==> config.mk <==
export PLATFORM = sky130hd
export DESIGN_NAME = hash_match_ctrl
export DESIGN_NICKNAME = d
export VERILOG_FILES = /design/src/rtl/hash_pkg.sv /design/src/rtl/hash_match_ctrl.sv
export SDC_FILE = /design/constraint.sdc
export NUM_CORES = 1
export LEC_CHECK = 0
export CAP_MARGIN = 20
export CORE_MARGIN = 5
export CORE_UTILIZATION = 30
export DETAILED_ROUTE_END_ITERATION = 7
export SLEW_MARGIN = 20
export SYNTH_ARGS = -nofsm -noshare
export SYNTH_HDL_FRONTEND = slang
export SYNTH_SLANG_ARGS = --single-unit
==> constraint.sdc <==
create_clock -name clk -period 2.22 [get_ports clk]
set_input_delay 0.222 -clock clk [delete_from_list [all_inputs] [get_ports clk]]
set_output_delay 0.222 -clock clk [all_outputs]
set_load 0.01 [all_outputs]
==> src/rtl/hash_pkg.sv <==
// Shared sizing constants and sequencer state encoding for the hash ROM lookup path.
// Contains no logic, only types and constants.
package hash_pkg;

    localparam int HASH_DEPTH = 8;
    localparam int HASH_AW    = 3;
    localparam int HASH_DW    = 32;

    typedef enum logic [1:0] {
        IDLE = 2'd0,
        SCAN = 2'd1,
        DONE = 2'd2
    } hash_state_e;

endpackage

==> src/rtl/hash_match_ctrl.sv <==
// Scans hash_rom for a latched candidate. Done arrives k+2 cycles after accept on an early hit at k, otherwise DEPTH+1.
// No backpressure: start is sampled only in IDLE, and a start seen while busy is dropped rather than queued.
module hash_match_ctrl
    import hash_pkg::*;
#(
    parameter int DEPTH      = HASH_DEPTH,
    parameter int AW         = HASH_AW,
    parameter int DW         = HASH_DW,
    parameter bit EARLY_EXIT = 1'b1
) (
    input  logic          clk,
    input  logic          reset,
    input  logic          start,
    input  logic [DW-1:0] candidate,
    output logic [AW-1:0] rom_addr,
    input  logic [DW-1:0] rom_data,
    output logic          busy,
    output logic          done,
    output logic          match,
    output logic [AW-1:0] match_idx
);

    hash_state_e   state_q, state_d;
    logic [DW-1:0] cand_q, cand_d;
    logic [AW-1:0] addr_d, idx_d;
    logic          match_d, found_q, found_d, hit, last;

    assign busy = (state_q == SCAN);
    assign done = (state_q == DONE);
    assign hit  = (rom_data == cand_q);
    assign last = (rom_addr == AW'(DEPTH - 1));

    always_ff @(posedge clk or posedge reset) begin
        if (reset) begin
            state_q   <= IDLE;
            rom_addr  <= '0;
            match     <= 1'b0;
            match_idx <= '0;
            cand_q    <= '0;
            found_q   <= 1'b0;
        end else begin
            state_q   <= state_d;
            rom_addr  <= addr_d;
            match     <= match_d;
            match_idx <= idx_d;
            cand_q    <= cand_d;
            found_q   <= found_d;
        end
    end

    always_comb begin
        state_d = state_q;
        addr_d  = rom_addr;
        match_d = match;
        idx_d   = match_idx;
        cand_d  = cand_q;
        found_d = found_q;
        case (state_q)
            IDLE: begin
                addr_d = '0;
                if (start) begin
                    cand_d  = candidate;
                    match_d = 1'b0;
                    idx_d   = '0;
                    found_d = 1'b0;
                    state_d = SCAN;
                end
            end
            SCAN: begin
                if (hit && EARLY_EXIT) begin
                    match_d = 1'b1;
                    idx_d   = rom_addr;
                    addr_d  = '0;
                    state_d = DONE;
                end else begin
                    // Constant-time mode: first hit wins, so the lowest index is reported.
                    if (hit && !found_q) begin
                        match_d = 1'b1;
                        idx_d   = rom_addr;
                        found_d = 1'b1;
                    end
                    if (last) begin
                        addr_d  = '0;
                        state_d = DONE;
                    end else begin
                        addr_d = rom_addr + 1'b1;
                    end
                end
            end
            DONE: begin
                state_d = IDLE;
            end
            default: begin
                state_d = IDLE;
                addr_d  = '0;
            end
        endcase
    end

endmodule

# Word-level counts from Yosys, hierarchy flattened

Index checks and enable logic that the tools add are counted.

Flip-flop bits (word level): 42

Add/sub/neg operators: 1
Eq/ne operators: 9
Muxes and demuxes: 17
Reductions and logical operators: 8

Operators with widths:

| cell                                                   | count |
|---|---|
| == test 32 bit                                         | 1 |
| 2-to-1 mux 3 bit                                       | 5 |
| case mux 3 bit (2 select lines)                        | 2 |
| 2-to-1 mux 2 bit                                       | 3 |
| inequality test 3 x 1 -> 1 bit (second input constant) | 2 |
| 2-to-1 mux 1 bit                                       | 4 |
| inequality test 2 bit (second input constant)          | 2 |
| case mux 1 bit (2 select lines)                        | 2 |
| case mux 2 bit (2 select lines)                        | 1 |
| AND reduction 2 bit                                    | 2 |
| AND reduction 4 bit                                    | 1 |
| adder 3 x 1 -> 3 bit (second input constant)           | 1 |
| == test 3 bit (second input constant)                  | 1 |
| AND reduction 3 bit                                    | 1 |
| == test 2 x 1 -> 1 bit (second input constant)         | 1 |
| == test 2 bit (second input constant)                  | 1 |
| logical NOT 2 bit                                      | 1 |
| inequality test 2 x 1 -> 1 bit (second input constant) | 1 |
| nonzero test 2 bit                                     | 1 |
| logical AND 1 bit                                      | 1 |
| logical NOT 1 bit                                      | 1 |

# Logic depth before layout (Yosys ltp)

Gate-level depths: netlist of the first run.

Depth in word-level cells: 5
Mapped depth: 5

# Worst setup path after synthesis of the first run

Ideal clock, no wire load.

Kind: register to register
From: reg cand_q[26]
To: reg match_idx[0]
Library setup time: 127 ps
Arrival: 1468 ps
Required time: 2093 ps
Slack: 625 ps
Stages on the path, launching flop included: 6
Path buffers: 0
Clock period less this slack: 1595 ps
Cell sequence: dfrtp_1 xnor2_1 nand4_1 nor4_2 nand3_2 mux2_1

Longest elaborated chain between the ends: 4
Elaborated cells between the ends (all ways): 6
Those cells by class: eq/ne: 2; mux: 2; reduce/logical: 2

Ends and longest elaborated chain:

| item                                            | RTL line              | source |
|---|---|---|
| start: declaration                              | hash_match_ctrl.sv:24 | `logic [DW-1:0] cand_q, cand_d;` |
| start signal: assignment                        | hash_match_ctrl.sv:46 | `cand_q <= cand_d;` |
| == test 32 bit (*)                              | hash_match_ctrl.sv:30 | `assign hit = (rom_data == cand_q);` |
| logical AND 1 bit                               | hash_match_ctrl.sv:77 | `if (hit && !found_q) begin` |
| inequality test 3 x 1 -> 1 bit (no source line) | --                    |  |
| AND reduction 3 bit (no source line)            | --                    |  |
| end signal: assignment                          | hash_match_ctrl.sv:45 | `match_idx <= idx_d;` |
| end: declaration                                | hash_match_ctrl.sv:20 | `output logic [AW-1:0] match_idx` |

Every way passes the cells marked *; elsewhere a longest branch is shown, timed or not.
A chain may end at the register's enable or synchronous reset.

# Worst setup path after layout of the first run

From: reg cand_q[28]
To: reg match_idx[1]

The elaborated chain is that of the path after synthesis.

==> reports/metrics.cfg, run 1 <==
[die]
row_count=29
core_area_mm2=0.00631
start_util=0.307
die_area_mm2=0.00816
dieWidth_um=90.3
die_y_um=90.3
ios=76

[setup_path]
cp.arrival_ns=2.01
cp-end-kind=flop
path_max_fanout=4
slowest_delay_ns=0.48
cp_data_required_time_ns=2.39
cp_cell_sequence=xnor2_1 > nand4_1 > nor4_2 > nand3_2 > mux2_1
critPathSlowestCell=nor4_2
startpoint_type=flop
path_class=reg2reg

[yosys]
yosysUniqueCellTypes=21
syn_avg_cell_area_um2=13.6
syn_inst=142
yosysWarnings=0
synth_nets=211
yosysSeqAreaShare=0.530
synth_seq_cells=41
syn_area_mm2=0.00194

[power]
power.density_mw_per_mm2=1010
total_power_mw=2.89
p_leak_nw=1.13
ir_worst_vdd_v=0.000620

[clock_tree]
cts_hold_buf=0
tritoncts=done
cts-buffers-inserted=5
root_buffer=clkbuf_8
clk_latency_ns=0.29
cts.clk_slew.worst_paths_ns=0.07
clockBufferDepth=2
clock-sinks=41
cts_max_level=2
post_cts_resize_count=0
postCtsSetupBuffers=0

[layout]
syn2layout_area_growth_pct=48.7
diodes=0
multi_input_area_um2=885
regArea_mm2=0.00103
final_layout_size_suffix_gt1_frac=0.212
nNetsFinal=292
nFillCells=606
post-route-util=0.456
final_area_mm2=0.00288

[grt]
antenna_found_initial=0
grt_pass1_vias=1556
grt_max_degree=42
grt_use_total=0.115
overflow=0
grt_pass1_wl_um=7520

[placement]
hpwl_um=3490
globalplace.congestion=0.696
place_area_mm2=0.00280
numPortBuffers=75

[sta]
fmax_mhz=543
slew_viol_final=0
period_share=0.829
slew_headroom=0.652
tns_ns=0
min_period_ns=1.84
skew_ns=0.00635
worst_pin_slew_ns=0.521
finalSetupViolations=0
hold_viol_final=0
rsz0062_at_grt=false

[drt]
ant_nets=0
drt-initial-drc-count=37
vias=1339
totalWireLength_um=4410
firstDrtPassIters=2
viasPerCell=4.48
drc=0
routedWlPerCell_um=14.8

[job]
drv_cap=0

[worst_hold_path]
hold_path_class=in2async

[status]
status=complete, no violations

[stage by stage]
step / hold slack [ns] / instances / setup slack [ns]
floorplan: 0.374 / 142 / 0.625
global placement: 0.512 / 293 / 0.00232
detailed placement: 0.518 / 293 / 0.0166
CTS: 0.383 / 299 / 0.306
global route: 0.430 / 299 / 0.190
finish: 0.366 / 299 / 0.379
[sequential cells by signal, indices dropped and copies added (netlist names)]
signal and flops:
cand_q 32, match 1, match_idx 3, rom_addr 3
state_q 2
[critical path, delay by kind of cell (launching register included)]
| kind | cells | cell delay [ns] |
|---|---|---|
| XOR/XNOR | 1 | 0.16 |
| flip-flops | 1 | 0.40 |
| multiplexers | 1 | 0.34 |
| AND/OR/NAND/NOR | 3 | 0.84 |
[cell usage in the layout (no fill, tap or decap)]
cell / netlist / routed
a211oi_1: 1 / 1
a22o_1: 1 / 1
a32o_1: 1 / 1
buf_12: 0 / 1
buf_4: 0 / 2
clkbuf_8: 0 / 5
clkdlybuf4s50_1: 0 / 75
clkinv_2: 0 / 1
dfrtp_1: 41 / 41
ha_1: 2 / 2
inv_1: 3 / 3
mux2_1: 3 / 3
mux2_2: 33 / 33
nand2_1: 1 / 1
nand2b_1: 1 / 1
nand3_2: 1 / 1
nand4_1: 8 / 8
nor2_1: 1 / 1
nor2b_1: 4 / 4
nor3b_2: 0 / 1
nor4_2: 2 / 2
o21ai_0: 1 / 1
or2_2: 1 / 1
xnor2_1: 32 / 32
[Yosys cell counts]
cell type,number,area (um^2)
mux2_1,3,33.8
xnor2_1,32,280
nand2_1,1,3.75
ha_1,2,25.0
dfrtp_1,41,1030
mux2_2,33,372
o21ai_0,1,5.00
inv_1,3,11.3
clkbuf_1,1,3.75
nor3b_1,1,7.51
nand4_1,8,50.1
nor4_2,2,25.0
nand2b_1,1,6.26
nor2b_1,4,25.0
a211oi_1,1,7.51
a22o_1,1,8.76
nand3_2,1,10.0
or2_2,1,6.26
nor2_1,1,3.75
a32o_1,1,10.0
buf_2,3,15.0
[layer usage]
metal	track usage	up-vias	routed length, um
li1	-	659	-
met1	0.125	636	1680
met2	0.205	38	2370
met3	0.0475	6	330
met4	0.0261	0	38
met5	0	-	0
[area by class of cell]
cell class                      instances  share of cell area
Clock buffer                            5              0.0239
Inverter                                3             0.00391
Multi-Input combinational cell         94               0.307
Sequential cell                        41               0.357
Timing Repair Buffer                   78               0.273
Tap cell                               77              0.0335
Clock inverter                          1             0.00174
[where the power goes]
group | internal (mW) | total [mW] | switching [mW]
logic | 0.741 | 1.12 | 0.381
registers | 1.09 | 1.32 | 0.236
clock network | 0.207 | 0.450 | 0.243
[path summary, 6_finish.rpt]
path | from | to | slack, ns | depth (start not counted)
worst min-delay path | reset | cand_q[12]$_DFFE_PP0P_ | 0.37 | 3
worst max-delay path | cand_q[28]$_DFFE_PP0P_ | match_idx[1]$_DFFE_PP0P_ | 0.38 | 5
worst min register to register | cand_q[9]$_DFFE_PP0P_ | cand_q[9]$_DFFE_PP0P_ | 0.53 | 1
min in group clk | cand_q[9]$_DFFE_PP0P_ | cand_q[9]$_DFFE_PP0P_ | 0.53 | 1
max in group asynchronous | reset | match_idx[2]$_DFFE_PP0P_ | 1.49 | 3
worst max register to register | cand_q[28]$_DFFE_PP0P_ | match_idx[1]$_DFFE_PP0P_ | 0.38 | 5
[cell families after synthesis]
kind of cell | synth area share
AO/OA/AOI/OAI | 0.0162
XOR/XNOR | 0.145
adder cells (fa/ha/maj) | 0.0129
buffers and inverters | 0.0155
flip-flops | 0.530
multiplexers | 0.209
AND/OR/NAND/NOR | 0.0711
Note: power is estimated with default switching activity, not from simulation.
==> run 2, diff against run 1 <==
==> constraint.sdc (replaced) <==
create_clock -name clk -period 1.9 [get_ports clk]
set_input_delay 0.19 -clock clk [delete_from_list [all_inputs] [get_ports clk]]
set_output_delay 0.19 -clock clk [all_outputs]
set_load 0.01 [all_outputs]
==> reports/metrics.cfg, run 2 (synthesized netlist as in run 1, its figures left out) <==
[setup_path]
cp_cell_sequence=nand2b_1 > inv_1 > clkdlybuf4s50_1  ; was xnor2_1 > nand4_1 > nor4_2 > nand3_2 > mux2_1
cp_top_family=buffers and inverters  ; was simple AND/OR/NAND/NOR gates
startpoint_type=flop  ; unchanged
cp-end-kind=output port  ; was flop
slowest_delay_ns=0.56  ; was 0.48 ns
crit_buf_inv=2  ; was 0
critPathSlowestCell=clkdlybuf4s50_1  ; was nor4_2
path_class=reg2out  ; was reg2reg
path_max_fanout=3  ; was 4
cp.arrival_ns=1.55  ; was 2.01 ns
cp_data_required_time_ns=1.71  ; was 2.39 ns

[grt]
grt_pass1_wl_um=7370  ; was 7520 um
antenna_found_initial=0  ; unchanged
use_met1=0.125  ; about the same
gr-max-usage-layer=met2  ; unchanged
grtUsageMet3=0.0450  ; was 0.0475
overflow=0  ; unchanged
grt_max_degree=42  ; unchanged
grt_use_total=0.112  ; was 0.115
grt_pass1_vias=1522  ; was 1556
gr-usage-met2=0.199  ; was 0.205

[clock_tree]
cts-buffers-inserted=5  ; unchanged
clk_latency_ns=0.29  ; about the same
root_buffer=clkbuf_8  ; unchanged
clockBufferDepth=2  ; unchanged
cts_max_level=2  ; unchanged
tritoncts=done  ; unchanged
postCtsSetupBuffers=0  ; unchanged
clock-sinks=41  ; unchanged
cts.clk_slew.worst_paths_ns=0.08  ; was 0.07 ns

[worst_hold_path]
hold_path_class=in2async  ; unchanged

[drt]
viasPerCell=4.38  ; was 4.48
vias=1323  ; was 1339
drt-initial-drc-count=32  ; was 37
routedWlPerCell_um=14.4  ; was 14.8 um
totalWireLength_um=4350  ; was 4410 um
drc=0  ; unchanged
ant_nets=0  ; unchanged
firstDrtPassIters=3  ; was 2

[layout]
top_regs=cand_q x32, match_idx x3, rom_addr x3  ; unchanged
regArea_mm2=0.00103  ; unchanged
final_layout_size_suffix_gt1_frac=0.218  ; was 0.212
nNetsFinal=293  ; was 292
largest_reg_flops=32  ; unchanged
diodes=0  ; unchanged
regMostFlops=cand_q  ; unchanged
nFillCells=593  ; was 606
final_common_cell=clkdlybuf4s50_1  ; unchanged
fin_cells=302  ; was 299
syn2layout_area_growth_pct=49.9  ; was 48.7%
final_cell_mix=75 x clkdlybuf4s50_1, 41 x dfrtp_1, 33 x mux2_2, 32 x xnor2_1, 8 x nand4_1  ; unchanged
multi_input_area_um2=892  ; was 885 um^2

[die]
dieWidth_um=90.3  ; unchanged
start_util=0.307  ; unchanged
die_y_um=90.3  ; unchanged
die_area_mm2=0.00816  ; unchanged
ios=76  ; unchanged
row_count=29  ; unchanged
core_area_mm2=0.00631  ; unchanged

[sta]
tns_ns=0  ; unchanged
slew_headroom=0.645  ; was 0.652
holdWs_ns=0.319  ; was 0.366 ns
period_share=0.918
hold_viol_final=0  ; unchanged
slew_viol_final=0  ; unchanged
rsz0062_at_grt=false  ; unchanged
finalSetupViolations=0  ; unchanged
fmax_mhz=574
worst_pin_slew_ns=0.533  ; was 0.521 ns
skew_ns=0.0104  ; was 0.00635 ns
min_period_ns=1.74

[placement]
numPortBuffers=75  ; unchanged
globalplace.congestion=0.681  ; was 0.696
placed_cells=294  ; was 293
hpwl_um=3370  ; was 3490 um

[power]
power.density_mw_per_mm2=1170  ; was 1010 mW/mm^2
ir_worst_vdd_v=0.000622  ; was 0.000620 V
p_leak_nw=1.14  ; was 1.13 nW
total_power_mw=3.39  ; was 2.89 mW

[job]
drv_cap=0  ; unchanged

[status]
status=complete, no violations  ; unchanged

run 2: timing repair:
item                       CTS  global route
hold buffers                 0             0
resized for setup            0             1
setup endpoints to repair    0             3
run 2: worst paths after layout:
check | to | slack (ns) | start | cells after the start
max | busy | 0.16 | state_q[1]$_DFFE_PP0P_ | 3
min | cand_q[9]$_DFFE_PP0P_ | 0.32 | reset | 3
max reg2reg | match_idx[1]$_DFFE_PP0P_ | 0.19 | cand_q[22]$_DFFE_PP0P_ | 6
min reg2reg | cand_q[14]$_DFFE_PP0P_ | 0.53 | cand_q[14]$_DFFE_PP0P_ | 1
max in group asynchronous | match$_DFFE_PP0P_ | 1.19 | reset | 3
min in group clk | cand_q[28]$_DFFE_PP0P_ | 0.51 | candidate[28] | 2
run 2: final cells by class:
| type | count | share of cell area |
|---|---|---|
| Tap cell | 77 | 0.0332 |
| Clock buffer | 6 | 0.0250 |
| Multi-Input combinational cell | 94 | 0.307 |
| Inverter | 3 | 0.00388 |
| Sequential cell | 41 | 0.354 |
| Timing Repair Buffer | 79 | 0.273 |
| Clock inverter | 2 | 0.00345 |
run 2: power by group:
part           leakage [nW]  total [mW]  internal, mW  switching, mW
Sequential            0.496        1.54          1.27          0.274
Combinational         0.596        1.31         0.867          0.442
Clock                0.0450       0.541         0.255          0.287
run 2: per-layer routing:
layer / vias to the layer above / part of all wire / routed length [um]
li1: 654 / - / -
met1: 630 / 0.40 / 1730
met2: 36 / 0.52 / 2280
met3: 3 / 0.074 / 322
met4: 0 / 0.0048 / 21
met5: - / 0 / 0
run 2: worst reg2reg max path, delay by kind of cell (launching register included):
kind                      cells  cell delay [ns]
and+or+nand+nor               3             0.54
DFF                           1             0.39
muxes                         1             0.32
buffers and inverters         1             0.18
xor gates and xnor gates      1             0.16
run 2: through the flow:
stage / util / area [um^2] / worst slack, ns
floorplan: - / 1940 / 0.305
global placement: 0.445 / 2810 / -0.172
detailed placement: 0.445 / 2810 / -0.181
CTS: 0.458 / 2890 / 0.0568
global route: 0.460 / 2900 / 0.00135
finish: 0.460 / 2900 / 0.157
==> run 3, diff against run 2 <==
--- a/config.mk
+++ b/config.mk
@@ -9,6 +9,7 @@
 export CORE_MARGIN = 5
 export CORE_UTILIZATION = 30
 export DETAILED_ROUTE_END_ITERATION = 7
+export GPL_TIMING_DRIVEN = 0
 export SLEW_MARGIN = 20
 export SYNTH_ARGS = -nofsm -noshare
 export SYNTH_HDL_FRONTEND = slang
==> reports/metrics.cfg, run 3 (synthesized netlist as in run 1, its figures left out) <==
[sta]
fmax_mhz=568  ; was 574 MHz
finalSetupViolations=0  ; unchanged
min_period_ns=1.76  ; was 1.74 ns
slew_headroom=0.586  ; was 0.645
period_share=0.927  ; was 0.918
hold_viol_final=0  ; unchanged
slew_viol_final=0  ; unchanged
finalWorstSetupSlack_ns=0.139  ; was 0.157 ns
worst_pin_slew_ns=0.620  ; was 0.533 ns
holdWs_ns=0.216  ; was 0.319 ns
skew_ns=0.00317  ; was 0.0104 ns

[drt]
vias=1374  ; was 1323
viasPerCell=4.53  ; was 4.38
totalWireLength_um=4530  ; was 4350 um
drc=0  ; unchanged
routedWlPerCell_um=15.0  ; was 14.4 um
drt-initial-drc-count=21  ; was 32
ant_nets=0  ; unchanged
firstDrtPassIters=4  ; was 3

[setup_path]
cp_data_required_time_ns=2.08  ; was 1.71 ns
cp-end-kind=flop  ; was output port
cp_top_family=simple AND/OR/NAND/NOR gates  ; was buffers and inverters
critPathSlowestCell=dfrtp_1  ; was clkdlybuf4s50_1
cp.arrival_ns=1.94  ; was 1.55 ns
rr_worst_depth=5  ; was 6
startpoint_type=flop  ; unchanged
crit_end=match_idx[2]$_DFFE_PP0P_  ; was busy
r2r_slack_ns=0.14  ; was 0.19 ns
path_max_fanout=4  ; was 3
slowest_delay_ns=0.39  ; was 0.56 ns
crit_buf_inv=0  ; was 2
cp_cell_sequence=xnor2_1 > nand4_1 > nor4_4 > nand3_2 > mux2_1  ; was nand2b_1 > inv_1 > clkdlybuf4s50_1
path_class=reg2reg  ; was reg2out
reg2reg_to=match_idx[2]$_DFFE_PP0P_  ; was match_idx[1]$_DFFE_PP0P_
setup.worst_path.start=cand_q[10]$_DFFE_PP0P_  ; was state_q[1]$_DFFE_PP0P_
cp.depth=5  ; was 3
r2r_start=cand_q[10]$_DFFE_PP0P_  ; was cand_q[22]$_DFFE_PP0P_

[layout]
final_area_mm2=0.00290  ; about the same
final_layout_size_suffix_gt1_frac=0.217  ; was 0.218
regArea_mm2=0.00103  ; unchanged
top_regs=cand_q x32, match_idx x3, rom_addr x3  ; unchanged
post-route-util=0.460  ; about the same
syn2layout_area_growth_pct=50.0  ; was 49.9%
multi_input_area_um2=897  ; was 892 um^2
nFillCells=633  ; was 593
nNetsFinal=294  ; was 293
final_common_cell=clkdlybuf4s50_1  ; unchanged
fin_cells=303  ; was 302
regMostFlops=cand_q  ; unchanged
largest_reg_flops=32  ; unchanged
final_cell_mix=75 x clkdlybuf4s50_1, 41 x dfrtp_1, 33 x mux2_2, 32 x xnor2_1, 8 x nand4_1  ; unchanged
diodes=0  ; unchanged

[clock_tree]
cts-buffers-inserted=5  ; unchanged
tritoncts=done  ; unchanged
cts.clk_slew.worst_paths_ns=0.08  ; about the same
clock-sinks=41  ; unchanged
root_buffer=clkbuf_8  ; unchanged
cts_max_level=2  ; unchanged
clk_latency_ns=0.29  ; about the same
clockBufferDepth=2  ; unchanged

[placement]
dp_slack_ns=-0.193  ; was -0.181 ns
place_area_mm2=0.00280  ; was 0.00281 mm^2
globalplace.congestion=0.732  ; was 0.681
placed_cells=295  ; was 294
hpwl_um=3750  ; was 3370 um
numPortBuffers=75  ; unchanged

[die]
die_area_mm2=0.00816  ; unchanged
dieWidth_um=90.3  ; unchanged
die_y_um=90.3  ; unchanged
row_count=29  ; unchanged
ios=76  ; unchanged
start_util=0.307  ; unchanged
core_area_mm2=0.00631  ; unchanged

[power]
ir_worst_vdd_v=0.000587  ; was 0.000622 V
p_leak_nw=1.16  ; was 1.14 nW
power.density_mw_per_mm2=1180  ; was 1170 mW/mm^2

[status]
status=complete, no violations  ; unchanged

[grt]
grt_use_total=0.113  ; was 0.112
grt_pass1_vias=1545  ; was 1522
grt_max_degree=24  ; was 42
grt_pass1_wl_um=7330  ; was 7370 um
overflow=0  ; unchanged
antenna_found_initial=0  ; unchanged

[worst_hold_path]
hold_path_class=in2async  ; unchanged

[job]
drv_cap=0  ; unchanged

-- run 3: changes by cell type in the layout (fill, tap and decap cells not counted), sizes merged --
cell	before	now
clkbuf	6	7
-- run 3: per-layer routing --
metal	share of wire	wire length, um	GRT usage
met4	0.0060	27	0.0298
met3	0.074	337	0.0417
met1	0.38	1710	0.118
met2	0.54	2460	0.212
met5	0	0	0
-- run 3: how the worst min path moves through the flow --
stage	cells after the start	endpoint	start
after CTS	2	cand_q[6]$_DFFE_PP0P_	reset
after floorplan	1	cand_q[13]$_DFFE_PP0P_	candidate[13]
after detailed placement	1	cand_q[24]$_DFFE_PP0P_	cand_q[24]$_DFFE_PP0P_
after global placement	1	cand_q[24]$_DFFE_PP0P_	cand_q[24]$_DFFE_PP0P_
final	2	cand_q[6]$_DFFE_PP0P_	reset
after global routing	2	cand_q[6]$_DFFE_PP0P_	reset
-- run 3: timing repair --
action	CTS	global route
setup endpoints to repair	0	5
buffers inserted	0	0
gates resized for setup	0	2
hold buffers	0	0
-- run 3: through the flow --
step                total power, mW  TNS, ns
floorplan                      2.46        0
global placement               2.86   -12.78
detailed placement             2.90    -2.61
CTS                            3.47        0
global route                   3.68  -0.0359
finish                         3.42        0
-- run 3: where the power goes --
group / internal, mW / switching [mW] / leakage, nW
logic: 0.858 / 0.471 / 0.620
clock network: 0.255 / 0.300 / 0.0450
registers: 1.27 / 0.269 / 0.496
-- run 3: layout make-up --
class                           count  area share
Multi-Input combinational cell     94       0.309
Inverter                            3     0.00388
Clock buffer                        6      0.0250
Tap cell                           77      0.0332
Sequential cell                    41       0.353
Clock inverter                      2     0.00345
Buffer                              4     0.00647
Timing Repair Buffer               76       0.266
